**src/rtl/sdram_access_arbiter.sv**
```systemverilog
// sdram_access_arbiter: shares one SDRAM command port between PORTS single-word requesters
// Ports:
//   clk, reset (async, active-low)
//   reqValid/reqWrite/reqAddr/reqWdata -> per-port requests (packed, port i at [i*W +: W])
//   reqAccept -> one-hot accept pulse; urgent -> strict priority for port 0
//   cmdValid/cmdReady/cmdWrite/cmdAddr/cmdWdata -> controller command handshake
//   rdValid/rdData -> in-order read returns; rspValid/rspData -> routed read data
//   tagCount -> reads outstanding; tagError -> sticky read return with nothing outstanding
module sdram_access_arbiter #(
  parameter int PORTS     = 3,
  parameter int ADDR_W    = 24,
  parameter int DATA_W    = 16,
  parameter int TAG_DEPTH = 4
) (
  input  logic                         clk,
  input  logic                         reset,
  input  logic [PORTS-1:0]             reqValid,
  input  logic [PORTS-1:0]             reqWrite,
  input  logic [PORTS*ADDR_W-1:0]      reqAddr,
  input  logic [PORTS*DATA_W-1:0]      reqWdata,
  output logic [PORTS-1:0]             reqAccept,
  output logic [PORTS-1:0]             rspValid,
  output logic [DATA_W-1:0]            rspData,
  input  logic                         urgent,
  output logic                         cmdValid,
  input  logic                         cmdReady,
  output logic                         cmdWrite,
  output logic [ADDR_W-1:0]            cmdAddr,
  output logic [DATA_W-1:0]            cmdWdata,
  input  logic                         rdValid,
  input  logic [DATA_W-1:0]            rdData,
  output logic [$clog2(TAG_DEPTH):0]   tagCount,
  output logic                         tagError
);
  localparam int PW = $clog2(PORTS);
  localparam int TW = $clog2(TAG_DEPTH);
  typedef enum logic {IDLE, ISSUE} state_t;
  state_t state;
  logic [PW-1:0] lastGrant, winner, idx, headTag;
  logic [PW-1:0] tagMem [TAG_DEPTH];
  logic [TW-1:0] wrPtr, rdPtr;
  logic [PORTS-1:0] eligible;
  logic found, grant, push, pop, tagFull;
  // reads are masked while every tag is in use; writes never need a tag
  assign tagFull  = tagCount == (TW+1)'(TAG_DEPTH);
  assign eligible = reqValid & (reqWrite | {PORTS{!tagFull}});
  // round-robin scan starting just after the last grant, with port 0 override on urgent
  always_comb begin
    winner = '0;
    found  = 1'b0;
    idx    = lastGrant;
    for (int k = 0; k < PORTS; k++) begin
      idx = (idx == PW'(PORTS-1)) ? '0 : idx + 1'b1;
      if (eligible[idx] && !found) begin
        winner = idx;
        found  = 1'b1;
      end
    end
    if (urgent && eligible[0]) winner = '0;
  end
  assign grant     = state == IDLE && |eligible;
  assign reqAccept = grant ? PORTS'(1) << winner : '0;
  assign push      = grant && !reqWrite[winner];
  assign pop       = rdValid && tagCount != '0;
  assign headTag   = tagMem[rdPtr];
  always_ff @(posedge clk) if (push) tagMem[wrPtr] <= winner;
  always_ff @(posedge clk or negedge reset) begin
    if (!reset) begin
      state     <= IDLE;
      lastGrant <= PW'(PORTS-1);
      cmdValid  <= 1'b0;
      cmdWrite  <= 1'b0;
      cmdAddr   <= '0;
      cmdWdata  <= '0;
      wrPtr     <= '0;
      rdPtr     <= '0;
      tagCount  <= '0;
      tagError  <= 1'b0;
      rspValid  <= '0;
      rspData   <= '0;
    end else begin
      if (grant) begin
        state     <= ISSUE;
        cmdValid  <= 1'b1;
        lastGrant <= winner;
        cmdWrite  <= reqWrite[winner];
        cmdAddr   <= reqAddr[winner*ADDR_W +: ADDR_W];
        cmdWdata  <= reqWdata[winner*DATA_W +: DATA_W];
      end else if (state == ISSUE && cmdReady) begin
        state    <= IDLE;
        cmdValid <= 1'b0;
      end
      wrPtr    <= wrPtr + TW'(push);
      rdPtr    <= rdPtr + TW'(pop);
      tagCount <= tagCount + (TW+1)'(push) - (TW+1)'(pop);
      rspValid <= pop ? PORTS'(1) << headTag : '0;
      if (pop) rspData <= rdData;
      if (rdValid && tagCount == '0) tagError <= 1'b1;
    end
  end
endmodule

```
**config.mk**
```make
export PLATFORM = sky130hd
export DESIGN_NAME = sdram_access_arbiter
export DESIGN_NICKNAME = d
export VERILOG_FILES = /design/src/rtl/sdram_access_arbiter.sv
export SDC_FILE = /design/constraint.sdc
export NUM_CORES = 1
export LEC_CHECK = 0
export ABC_AREA = 1
export ABC_CLOCK_PERIOD_IN_PS = 3600
export CAP_MARGIN = 15
export CORE_ASPECT_RATIO = 1.1
export CORE_MARGIN = 3
export CORE_UTILIZATION = 30
export DETAILED_ROUTE_END_ITERATION = 10
export SYNTH_ARGS = -nofsm -noshare
export SYNTH_HDL_FRONTEND = slang
export SYNTH_SLANG_ARGS = --single-unit
```
**constraint.sdc**
```tcl
create_clock -name clk -period 3.6 [get_ports clk]
set_input_delay 0.54 -clock clk [delete_from_list [all_inputs] [get_ports clk]]
set_output_delay 0.54 -clock clk [all_outputs]
set_load 0.03 [all_outputs]
```
Yosys cells after proc, flatten, opt, wreduce, memory -nomap -nowiden
Memory sizes are Yosys's and may differ from the RTL's.
Cells that the tools add are included.
{"block": "totals", "ff_bits": 71, "ramBits": 8, "out_inout_bits": 68, "word_cells": 74, "memories": 1}
{"memory": "tagMem", "depth": 4, "word_bits": 2, "rd": 1, "rd_ports_with_merged_regs": 0, "write_ports": 1, "line": "40", "rtl": "logic [PW-1:0] tagMem [TAG_DEPTH];"}
{"block": "classes", "addsub": 7, "multipliers": 1, "magnitude_cmp": 4, "n_eq_ne": 4, "shifts": 4, "muxes": 23, "bitwise_logic": 3, "n_reduce_logical": 16}
{"op": "$shiftx 72x8->24", "n": 1}
{"op": "$shiftx 48x7->16", "n": 1}
{"op": "$mux 2", "n": 7}
{"op": "$lt 2x3->1 const B", "n": 4}
{"op": "$mux 1", "n": 10}
{"op": "$bmux 1 s2", "n": 4}
{"op": "$logic_and 1x1->1", "n": 8}
{"op": "$add 2x1->2 const B", "n": 3}
{"op": "$eq 2x2->1 const B", "n": 3}
{"op": "$mux 3", "n": 2}
{"op": "$shl 1x2->3 const A", "n": 2}
{"op": "$add 2x1->2", "n": 2}
{"op": "$logic_not 1->1", "n": 4}
{"op": "$mul 2x2->4 const B", "n": 1}
{"op": "$add 3x1->3", "n": 1}
{"op": "$and 3x3->3", "n": 1}
{"op": "$eq 3x3->1 const B", "n": 1}
{"op": "$logic_not 3->1", "n": 1}
{"op": "$or 3x3->3", "n": 1}
{"op": "$reduce_bool 3->1", "n": 1}
{"op": "$reduce_or 3->1", "n": 1}
{"op": "$sub 3x1->3", "n": 1}
{"op": "$reduce_bool 2->1", "n": 1}
{"op": "$not 1->1", "n": 1}

Logic depth before layout (Yosys ltp)
Gate-level depths: netlist (run 1).
{"block": "logic_depth", "ltp_word": 20, "depth_mapped": 20, "depth_no_buf": 20}

Worst setup path before layout (run 1)
No wires, ideal clock.
{"block": "synth_path", "path_kind": "flip-flop to flip-flop", "start": "register tagCount[1]", "end": "register tagCount[2]", "setup_ns": 0.123, "arrival_ns": 2.787, "t_required_ns": 3.477, "setup_slack_ns": 0.690, "stages_incl_launch_ff": 18, "path_buffers": 1, "path_cell_list": "dfrtp_1 -> nor2_2 -> nand3_1 -> nand2_2 -> nand2_1 -> nand3_2 -> nand3_2 -> nand2_1 -> nand3_2 -> buf_4 -> nand3_1 -> nand3_2 -> ha_1 -> inv_1 -> ha_1 -> inv_1 -> fa_1 -> xnor2_1"}
{"block": "synth_via", "elab_chain_cells": 20, "elab_cells_between_ends": 31, "classes_between": "add/sub: 2; eq/ne: 1; mux: 14; bitwise: 2; reduce/logical: 12"}
{"item": "start, declared", "line": "32", "rtl": "output logic [$clog2(TAG_DEPTH):0] tagCount,"}
{"item": "start signal, assigned", "line": "95", "rtl": "tagCount <= tagCount + (TW+1)'(push) - (TW+1)'(pop);"}
{"item": "$eq 3x3->1", "line": "45", "rtl": "assign tagFull = tagCount == (TW+1)'(TAG_DEPTH);"}
{"item": "$logic_not 1->1", "line": "46", "rtl": "assign eligible = reqValid & (reqWrite | {PORTS{!tagFull}});"}
{"item": "$or 3x3->3", "line": "46"}
{"item": "$and 3x3->3", "line": "46"}
{"item": "$bmux 1 s2", "line": "54", "rtl": "if (eligible[idx] && !found) begin"}
{"item": "$mux 1 (not written as such)", "line": "54"}
{"item": "$mux 1", "line": "54"}
{"item": "$logic_not 1->1", "line": "54"}
{"item": "(+4 left out)"}
{"item": "$mux 2", "line": "54"}
{"item": "$mux 2", "line": "59", "rtl": "if (urgent && eligible[0]) winner = '0;"}
{"item": "$bmux 1 s2", "line": "63", "rtl": "assign push = grant && !reqWrite[winner];"}
{"item": "$mux 1 (not written as such)", "line": "63"}
{"item": "$logic_not 1->1", "line": "63"}
{"item": "$logic_and 1x1->1", "line": "63"}
{"item": "$add 3x1->3", "line": "95"}
{"item": "$sub 3x1->3 *", "line": "95"}
Every way passes the cells marked *; elsewhere a longest branch is shown, timed or not. The select of a mux whose other input is x is not followed.
A chain may end at the register's enable or synchronous reset.

Final worst setup path (run 1)
{"block": "layout_path", "start": "input reqWrite[0]", "end": "register tagCount[2]"}
{"block": "layout_via", "elab_chain_cells": 18, "elab_cells_between_ends": 27, "classes_between": "add/sub: 2; mux: 14; bitwise: 2; reduce/logical: 9"}
{"item": "start, declared", "line": "18", "rtl": "input logic [PORTS-1:0] reqWrite,"}
{"item": "$or 3x3->3 *", "line": "46"}
{"item": "$and 3x3->3 *", "line": "46"}
{"item": "$bmux 1 s2", "line": "54"}
{"item": "$mux 1 (not written as such)", "line": "54"}
{"item": "$mux 1", "line": "54"}
{"item": "$logic_not 1->1", "line": "54"}
{"item": "$logic_and 1x1->1", "line": "54"}
{"item": "$mux 1", "line": "54"}
{"item": "(+3 left out)"}
{"item": "$mux 2 *", "line": "59"}
{"item": "named net winner[0]", "line": "39", "rtl": "logic [PW-1:0] lastGrant, winner, idx, headTag;"}
{"item": "$bmux 1 s2 *", "line": "63"}
{"item": "$mux 1 (not written as such) *", "line": "63"}
{"item": "$logic_not 1->1 *", "line": "63"}
{"item": "$logic_and 1x1->1 *", "line": "63"}
{"item": "$add 3x1->3 *", "line": "95"}
{"item": "$sub 3x1->3 *", "line": "95"}
The timed path passes the listed nets; every way through them passes the cells marked *. The select of a mux whose other input is x is not followed.

==> metrics.md, run 1 <==
| Metric | Value |
|---|---|
| Total GRT Usage | `0.1722` |
| ANT cells | `0` |
| Setup TNS | `0 ns` |
| Max-slew violations | `0` |
| Most used cell, CP | `inv_1` |
| Rel. slew slack | `0.3922` |
| Critical Path End Type | `register` |
| RSZ-0062 raised after global routing | `false` |
| Post-cts sizing count | `0` |
| Dominant cell type by area after synthesis | `dfrtp_1` |
| Comb power frac | `0.610` |
| Clock transition at path regs | `roughly 0.06 ns` |
| Worst-margin pin slew | `approximately 0.91 ns` |
| Tot Pwr | `roughly 6000 uW` |
| Peak Freq | `about 0.31 GHz` |
| Worst VDD drop | `~0.40 mV` |
| Root Buffer | `clkbuf_16` |
| Layout cells sized above 1 | `0.06026` |
| Static leakage | `roughly 0.0032 uW` |
| Largest net degree at the start of global routing | `72` |
| Clk_lat worst skew | `roughly 0.33 ns` |
| Pint | `roughly 3200 uW` |
| Worst r2r src | `tagCount[1]` |
| Final setup vio count | `0` |
| Final worst-path cycle share | `0.8899` |
| Unique masters post-synth | `33` |
| GRT overflow | `0` |
| Startpoint Class | `input port` |
| Die area | `roughly 15000 sq um` |
| Worst-case clock skew | `a little under 0.003 ns` |
| Nets | `just over 900` |
| Worst path cell trace | `clkdlybuf4s50_1, inv_1, nand3_1, nand2_2, nand2_1, nand2_1, nor2_1, nand3_2, nor2_2, nor2_4, nand2_8, inv_1, nand2_1, nand3_2, ha_1, inv_1, ha_1, inv_1, fa_1, xnor2_1` |
| Yosys reg bits | `79` |
| Critical path type | `input port to register` |
| Post-DR wirelength/cell | `~14 microns` |
| Synth Instances | `564` |
| First-pass GRT wire length | `between 20 and 25 mm` |
| DP Cell Count | `about 950` |
| Fillers | `roughly 1300` |
| Setup Buffers After CTS | `0` |
| Vias in the first global route | `roughly 4400` |
| Hold Slack | `~0.33 ns` |
| Crit path time final | `~3.2 ns` |
| CTS H-Tree Depth | `3` |
| Clock Sink Count | `79` |
| Syn Nets | `716` |
| # DRC | `0` |
| Final cell count without fillers | `just under 1000` |
| Data arrival time of the worst path | `about 3.4 ns` |
| Status | `finished, final reports clean` |
| Worst setup path start | `reqWrite[0]` |
| Antenna Nets Post-Route | `0` |
| Vias | `roughly 4300` |
| Area grow syn2layout | `62.26%` |
| Cts hold-fix bufs | `0` |
| Worst EP required | `3.82 ns` |
| Placed Instance Area | `6510 sq um` |
| Worst reg-to-reg setup slack | `0.47 ns` |
| Sw power | `roughly 2800 uW` |
| Pwr dens | `890.9 nW/um^2` |
| Site row count | `44` |
| Seq pwr share | `0.258` |
| Hold WC Path Type | `input port to async pin` |
| Area contributors post-synth | `dfrtp_1 42%, nand2_1 21%, nand3_1 8.2%, nor2_1 5.9%, edfxtp_1 5.8%` |
| Mapped Area | `approximately 4200 sq um` |
| Clock share of power | `0.131` |
| Drt initial violations | `approximately 180` |
| Switching Share | `0.4708` |
| Core area | `13380 sq um` |
| Worst-path maximum fanout | `7` |
| Critical Path Slowest Stage Cell | `clkdlybuf4s50_1` |
| Placer Congestion | `about 0.84` |
| Finished Cell Area | `6766 sq um` |
| Ports | `about 220` |
| HPWL Detailed | `around 10 mm` |
| Initial antenna violation count | `0` |
| TritonRoute pass-1 iters | `4` |
| Ys Warns | `0` |
| Final hold vios | `0` |
| PortBufs | `~210` |
| Average size of a mapped cell | `~7.4 sq um` |
| Initial Util | `0.3117` |
| Die H | `129.7 microns` |
| Yosys top cell area share | `0.4200` |
| Die Width | `about 120 microns` |
| Vias per inst | `around 4.5` |
| WL final | `approximately 13 mm` |
| Crit path largest cell delay | `0.51 ns` |
| Total CTS buffers | `9` |
| CTS tree | `done` |
| CTS max path bufs | `2` |
| Post-synthesis sequential area ratio | `0.4839` |
| Max cap viols | `0` |
[state kept, by name, indices dropped and copies added, names as in the netlist]
name / cells
cmdWdata: 16
tagError: 1
tagMem: 8
cmdAddr: 24
wrPtr: 2
lastGrant: 2
state: 1
rdPtr: 2
rspValid: 3
tagCount: 3
rspData: 16
cmdWrite: 1
[cells in the mapped netlist, drive strengths merged]
cell and count:
a32o 1, o211ai 1, inv 42, dfrtp 70, xnor2 2, clkinv 2, o21bai 1, or2 1
buf 15, fa 1, o21ai 19, nor3 1, clkbuf 10, a21oi 2, edfxtp 8, a32oi 1
nand3 73, nor2 69, ha 4, nand2 236, dfstp 1, a31o 1, xor2 2, nand4 1
[power by group through the flow]
stage | Sequential, uW | Clock [uW] | Combinational [uW]
2_1_floorplan | 2200 | 0 | 1710
3_3_place_gp | 1550 | 0 | 3650
3_5_place_dp | 1570 | 0 | 3720
4_1_cts | 1560 | 826 | 3730
5_1_grt | 1610 | 858 | 4080
6_report | 1560 | 793 | 3680
[path summary, 6_finish.rpt]
check                         endpoint  depth (start not counted)
max reg2reg                tagCount[2]                         18
min in group clk              rdPtr[1]                          1
max in group asynchronous  cmdAddr[10]                          1
min reg2reg                   rdPtr[1]                          1
min                         rspData[3]                          1
max                        tagCount[2]                         20
[through the flow]
step | setup slack (ns) | util
floorplan | 0.6901 | -
detailed placement | 0.07438 | 0.4866
global route | 0.1511 | 0.5058
CTS | 0.4303 | 0.5058
global placement | 0.2429 | 0.4866
finish | 0.3963 | 0.5058
[final cells by class]
type                    instances  area [sq um]  area share
flip-flops and latches         79          2018      0.2983
inverters                      44         165.2     0.02441
multi-input cells             416          1857      0.2744
clock buffers                  10         229.0     0.03384
clock inverters                 6         27.53    0.004068
repair buffers                225          2240      0.3310
well taps                     184         230.2     0.03402
[cell usage in the layout, fill, tap and decap left out, drive strengths merged, types with 8 or more instances in the layout]
cell,count
nand2,236
clkdlybuf4s50,210
nand3,73
dfrtp,70
nor2,69
inv,42
o21ai,19
buf,15
clkbuf,10
edfxtp,8
[layer usage]
layer	global-route usage	part of all wire	vias to the layer above
met4	0.05453	0.011	0
li1	-	-	2177
met1	0.1965	0.41	2007
met3	0.04321	0.069	11
met5	0	0	-
met2	0.3185	0.51	152
[cell families after synthesis]
group                    synth area share
AND/OR/NAND/NOR                    0.3846
adder cells (fa/ha/maj)           0.01680
AO/OA/AOI/OAI                     0.03541
buffers and inverters             0.07081
XOR/XNOR                         0.008402
flip-flops                         0.4839
[worst max-delay path: cells and delay by family]
kind,cells,cell delay [ns]
XOR/XNOR,1,0.14
adder cells (fa/ha/maj),3,0.81
buffers and inverters,5,0.76
AND/OR/NAND/NOR,11,1.17
(Power assumes the default switching activity.)
==> inputs of run 2 (changes only) <==
--- a/config.mk
+++ b/config.mk
@@ -12,6 +12,7 @@
 export CORE_MARGIN = 3
 export CORE_UTILIZATION = 30
 export DETAILED_ROUTE_END_ITERATION = 10
+export PLACE_DENSITY_LB_ADDON = 0.3
 export SYNTH_ARGS = -nofsm -noshare
 export SYNTH_HDL_FRONTEND = slang
 export SYNTH_SLANG_ARGS = --single-unit
==> metrics.md, run 2 (synthesized netlist as in run 1, its figures left out) <==
| Metric | Value |
|---|---|
| Total GRT Usage | `0.1647 (-0.007574)` |
| Post-DR wirelength/cell | `12.95 microns (-5.4%)` |
| Ports | `215 (unchanged)` |
| Hold WC Path Type | `input port to async pin` |
| Fillers | `1242 (-4.9%)` |
| Crit path time final | `3.142 ns (-0.06156 ns)` |
| Area grow syn2layout | `64.69%` |
| Worst-case clock skew | `0.006540 ns (+0.003567 ns)` |
| Most common cell after layout, fill and taps aside | `nand2_1` |
| Most frequent cells in the layout | `229 x nand2_1, 210 x clkdlybuf4s50_1, 70 x dfrtp_1` |
| Clock Sink Count | `79 (unchanged)` |
| First-pass GRT wire length | `20.51 mm (-4.9%)` |
| CTS max path bufs | `2 (unchanged)` |
| Vias in the first global route | `4309 (-2.3%)` |
| Startpoint Class | `input port` |
| Die H | `129.7 microns (unchanged)` |
| Nets | `927 (unchanged)` |
| Setup TNS | `0 ns (unchanged)` |
| Total CTS buffers | `9 (unchanged)` |
| Worst VDD drop | `0.3994 mV (+0.99%)` |
| Status | `finished, final reports clean` |
| Worst-path maximum fanout | `7 (unchanged)` |
| Root Buffer | `clkbuf_16` |
| Antenna Nets Post-Route | `0 (unchanged)` |
| Rel. slew slack | `0.3947 (+0.002503)` |
| Static leakage | `0.003244 uW (+1.6%)` |
| Layout cells sized above 1 | `0.06538 (+0.005128)` |
| ANT cells | `0 (unchanged)` |
| Clk_lat worst skew | `0.33 ns (about the same)` |
| RSZ-0062 raised after global routing | `false` |
| # DRC | `0 (unchanged)` |
| CTS tree | `done` |
| Final worst-path cycle share | `0.8728 (-0.01710)` |
| Setup Buffers After CTS | `0 (unchanged)` |
| Max reg flops | `24 (unchanged)` |
| Cts hold-fix bufs | `0 (unchanged)` |
| Critical Path End Type | `register` |
| Pwr dens | `915.1 nW/um^2 (+2.7%)` |
| Tot Pwr | `6285 uW (+4.3%)` |
| PortBufs | `214 (unchanged)` |
| WL final | `12.49 mm (-5.4%)` |
| Most flop-heavy register | `cmdAddr` |
| Area of the multi-input gates | `1857 sq um (unchanged)` |
| Data arrival time of the worst path | `3.39 ns (-0.03 ns)` |
| HPWL Detailed | `9.606 mm (-4.7%)` |
| CTS H-Tree Depth | `3 (unchanged)` |
| Critical path type | `input port to register` |
| Post-cts sizing count | `0 (unchanged)` |
| GRT overflow | `0 (unchanged)` |
| Peak Freq | `0.3183 GHz (+2.0%)` |
| Initial Util | `0.3117 (unchanged)` |
| Max cap viols | `0 (unchanged)` |
| Site row count | `44 (unchanged)` |
| Vias per inst | `4.499 (-0.23%)` |
| Largest regs | `cmdAddr x24, cmdWdata x16, rspData x16` |
| Clock transition at path regs | `0.06 ns (about the same)` |
| Final hold vios | `0 (unchanged)` |
| Worst EP required | `3.84 ns (+0.02 ns)` |
| Vias | `4337 (-0.23%)` |
| Largest net degree at the start of global routing | `72 (unchanged)` |
| Final cell count without fillers | `964 (unchanged)` |
| TritonRoute pass-1 iters | `4 (unchanged)` |
| Core area | `13380 sq um (unchanged)` |
| Worst-margin pin slew | `0.9079 ns (-0.003755 ns)` |
| Placer Congestion | `0.8241 (-1.7%)` |
| Die Width | `118.4 microns (unchanged)` |
| Final setup vio count | `0 (unchanged)` |
| DP Cell Count | `948 (unchanged)` |
| Seq. cell area | `2018 sq um (unchanged)` |
| Drt initial violations | `160 (-8.6%)` |
| Max-slew violations | `0 (unchanged)` |
| Initial antenna violation count | `0 (unchanged)` |
| Die area | `15350 sq um (unchanged)` |
-- run 2: report_power, final --
part,internal [uW],total [uW],switching (uW)
Sequential,1330,1550,222
Clock,688,1030,338
Combinational,1420,3710,2290
-- run 2: worst paths after layout --
path,from,end,slack [ns],depth (start not counted)
worst max-delay path,reqWrite[1],tagCount[2],0.46,20
max in group asynchronous,reset,cmdAddr[15],2.65,1
worst min register to register,rspData[6],rspData[6],0.48,2
worst min-delay path,reset,rspData[4],0.32,1
min in group clk,rspData[6],rspData[6],0.48,2
worst max register to register,tagCount[1],tagCount[2],0.53,18
-- run 2: cell type report --
class	count	share of cell area
Clock buffer	14	0.04154
Clock inverter	2	0.008745
Inverter	44	0.02405
Multi-Input combinational cell	416	0.2704
Sequential cell	79	0.2939
Tap cell	184	0.03352
Timing Repair Buffer	225	0.3279
-- run 2: per-layer routing --
metal / share of wire / global-route usage / routed length, microns
met1: 0.41 / 0.1910 / 5061
met2: 0.49 / 0.2862 / 6179
met3: 0.072 / 0.05020 / 904
met4: 0.027 / 0.06748 / 340
met5: 0 / 0 / 0
-- run 2: metrics by stage --
stage          setup slack [ns]    util  cell area, sq um  hold slack [ns]
2_1_floorplan            0.6901       -              4170           0.2444
3_3_place_gp             0.2841  0.4876              6523           0.4554
3_5_place_dp             0.1437  0.4876              6523           0.4640
4_1_cts                  0.4904  0.5134              6868           0.3653
5_1_grt                  0.1944  0.5134              6868           0.4065
6_report                 0.4579  0.5134              6868           0.3155
-- run 2: worst max-delay path, stage by stage --
cell and delay [ns]:
clkdlybuf4s50_1 0.50, inv_1 0.05, nand3_1 0.08, nand2_2 0.08, nand2_1 0.06, nand2_1 0.05, nor2_1 0.16, nand3_2 0.14
nor2_2 0.16, nor2_4 0.07, nand2_8 0.06, inv_1 0.09, nand2_1 0.10, nand3_2 0.16, ha_1 0.31, inv_1 0.05
ha_1 0.12, inv_1 0.04, fa_1 0.37, xnor2_1 0.19
==> inputs of run 3 (changes only) <==
--- a/config.mk
+++ b/config.mk
@@ -12,6 +12,7 @@
 export CORE_MARGIN = 3
 export CORE_UTILIZATION = 30
 export DETAILED_ROUTE_END_ITERATION = 10
+export DONT_BUFFER_PORTS = 1
 export PLACE_DENSITY_LB_ADDON = 0.3
 export SYNTH_ARGS = -nofsm -noshare
 export SYNTH_HDL_FRONTEND = slang
==> metrics.md, run 3 (synthesized netlist as in run 1, its figures left out) <==
| Metric | Value |
|---|---|
| Status | `finished, final reports clean` |
| # DRC | `0 (unchanged)` |
| Drt initial violations | `142 (-11%)` |
| Site row count | `44 (unchanged)` |
| Initial Util | `0.3117 (unchanged)` |
| Vias per inst | `4.845 (+7.7%)` |
| GRT overflow | `0 (unchanged)` |
| Initial antenna violation count | `0 (unchanged)` |
| Total GRT Usage | `0.1481 (-0.01654)` |
| Hold WC Path Type | `input port to async pin` |
| Seq. cell area | `2018 sq um (unchanged)` |
| ANT cells | `0 (unchanged)` |
| Vias | `3629 (-16%)` |
| Data arrival time of the worst path | `3.50 ns (+0.11 ns)` |
| Worst-case clock skew | `0.01111 ns (+0.004570 ns)` |
| FF-to-FF path depth | `18 (unchanged)` |
| HPWL Detailed | `8.359 mm (-13%)` |
| Area grow syn2layout | `12.69%` |
| Largest regs | `cmdAddr x24, cmdWdata x16, rspData x16` |
| CTS tree | `done` |
| Finished Cell Area | `4700 sq um (-32%)` |
| Worst EP required | `3.83 ns (about the same)` |
| Largest net degree at the start of global routing | `71 (-1.4%)` |
| Worst r2r src | `tagCount[0]` |
| Worst reg-to-reg setup slack | `0.33 ns (-0.20 ns)` |
| Setup Buffers After CTS | `0 (unchanged)` |
| Total CTS buffers | `9 (unchanged)` |
| Antenna Nets Post-Route | `0 (unchanged)` |
| Vias in the first global route | `3376 (-22%)` |
| Final setup vio count | `0 (unchanged)` |
| Placed Instance Area | `4338 sq um (-33%)` |
| Worst-path maximum fanout | `37 (+30)` |
| Critical Path End Type | `register` |
| Peak Freq | `0.3059 GHz (-3.9%)` |
| FF-to-FF End | `tagCount[2]` |
| Area of the multi-input gates | `1857 sq um (unchanged)` |
| Max reg flops | `24 (unchanged)` |
| Layout cells sized above 1 | `0.08496 (+0.01957)` |
| Clock Sink Count | `79 (unchanged)` |
| CTS max path bufs | `2 (unchanged)` |
| Nets | `712 (-23%)` |
| Die area | `15350 sq um (unchanged)` |
| Fin util | `0.3513 (-0.1621)` |
| PortBufs | `0 (-100%)` |
| Worst setup path start | `tagCount[0]` |
| Post-cts sizing count | `0 (unchanged)` |
| Max cap viols | `0 (unchanged)` |
| Max-slew violations | `0 (unchanged)` |
| TritonRoute pass-1 iters | `4 (unchanged)` |
| Fillers | `1447 (+17%)` |
| Pwr dens | `1150 nW/um^2 (+26%)` |
| Final worst-path cycle share | `0.9081 (+0.03533)` |
| Crit path time final | `3.269 ns (+0.1272 ns)` |
| CTS H-Tree Depth | `3 (unchanged)` |
| Most common cell after layout, fill and taps aside | `nand2_1` |
| Root Buffer | `clkbuf_16` |
| Crit path to | `tagCount[2]` |
| Setup TNS | `0 ns (unchanged)` |
| Worst VDD drop | `0.6219 mV (+56%)` |
| Rel. slew slack | `0.4903 (+0.09552)` |
| Static leakage | `0.002396 uW (-26%)` |
| Most frequent cells in the layout | `229 x nand2_1, 70 x dfrtp_1, 68 x nand3_1` |
| Most flop-heavy register | `cmdAddr` |
| Ports | `215 (unchanged)` |
| WL final | `11.46 mm (-8.2%)` |
| First-pass GRT wire length | `17.86 mm (-13%)` |
| RSZ-0062 raised after global routing | `false` |
| Placer Congestion | `0.7902 (-4.1%)` |
| Startpoint Class | `register` |
| Clock transition at path regs | `0.06 ns (about the same)` |
| DP Cell Count | `732 (-23%)` |
| Core area | `13380 sq um (unchanged)` |
| Final cell count without fillers | `749 (-22%)` |
| Worst-margin pin slew | `0.7635 ns (-0.1444 ns)` |
| Clk_lat worst skew | `0.35 ns (+0.02 ns)` |
| Post-DR wirelength/cell | `15.30 microns (+18%)` |
| Final hold vios | `0 (unchanged)` |
| Die H | `129.7 microns (unchanged)` |
| Critical path type | `register to register` |
| Die Width | `118.4 microns (unchanged)` |
[run 3: how the worst min path moves through the flow]
stage / start / end / slack, ns / cells after the start
final: reset / lastGrant[1] / 0.04 / 0
after global routing: reset / lastGrant[1] / 0.009 / 0
after CTS: reset / lastGrant[1] / 0.02 / 0
after detailed placement: reset / rspData[1] / 0.25 / 0
after global placement: reset / rspData[3] / 0.25 / 0
after floorplan: reset / cmdAddr[0] / 0.24 / 0
[run 3: area by class of cell]
cell class	instances	area share
sequential	79	0.4294
multi-input combinational	416	0.3951
tap	184	0.04899
clock buffer	9	0.04792
inverter	44	0.03514
clock inverter	7	0.02316
timing repair buffer	10	0.02023
[run 3: per-stage QoR]
step / total power, uW / hold slack [ns] / worst slack (ns)
after global placement: 4335 / 0.2461 / 0.4363
after floorplan: 3910 / 0.2444 / 0.6901
after CTS: 5505 / 0.01612 / 0.2878
after detailed placement: 4425 / 0.2463 / 0.2968
final: 5406 / 0.03690 / 0.3307
after global routing: 5899 / 0.008667 / 0.003817
[run 3: routing by layer]
layer  vias up  part of all wire  GRT usage
li1       1757                 -          -
met3        11             0.081    0.05238
met4         0            0.0096    0.03885
met2       163              0.49     0.2503
met5         -                 0          0
met1      1698              0.42     0.1819
[run 3: repair_timing]
action | in CTS | in global routing
hold buffers | 1 | 0
endpoints found under the setup margin | 0 | 0
endpoints found under the hold margin | 70 | 0
[run 3: worst max-delay path, cell delays in order, from the launching register on]
cell     delay (ns)
dfrtp_1        0.52
nor2_2         0.24
nand3_1        0.12
nand2_2        0.13
nand2_1        0.09
nand3_2        0.12
nand3_2        0.11
nor2_2         0.15
nor2_4         0.06
nand2_8        0.18
inv_1          0.15
nand2_1        0.10
nand3_2        0.14
ha_1           0.30
inv_1          0.06
ha_1           0.13
inv_1          0.04
fa_1           0.37
xnor2_1        0.14
[run 3: power by group]
group          leakage [uW]  switching (uW)  total (uW)  internal [uW]
Combinational       0.00131            1420        2100            687
Sequential         0.000920             958        2280           1320
Clock              0.000165             403        1030            625
Total               0.00240            2780        5410           2630
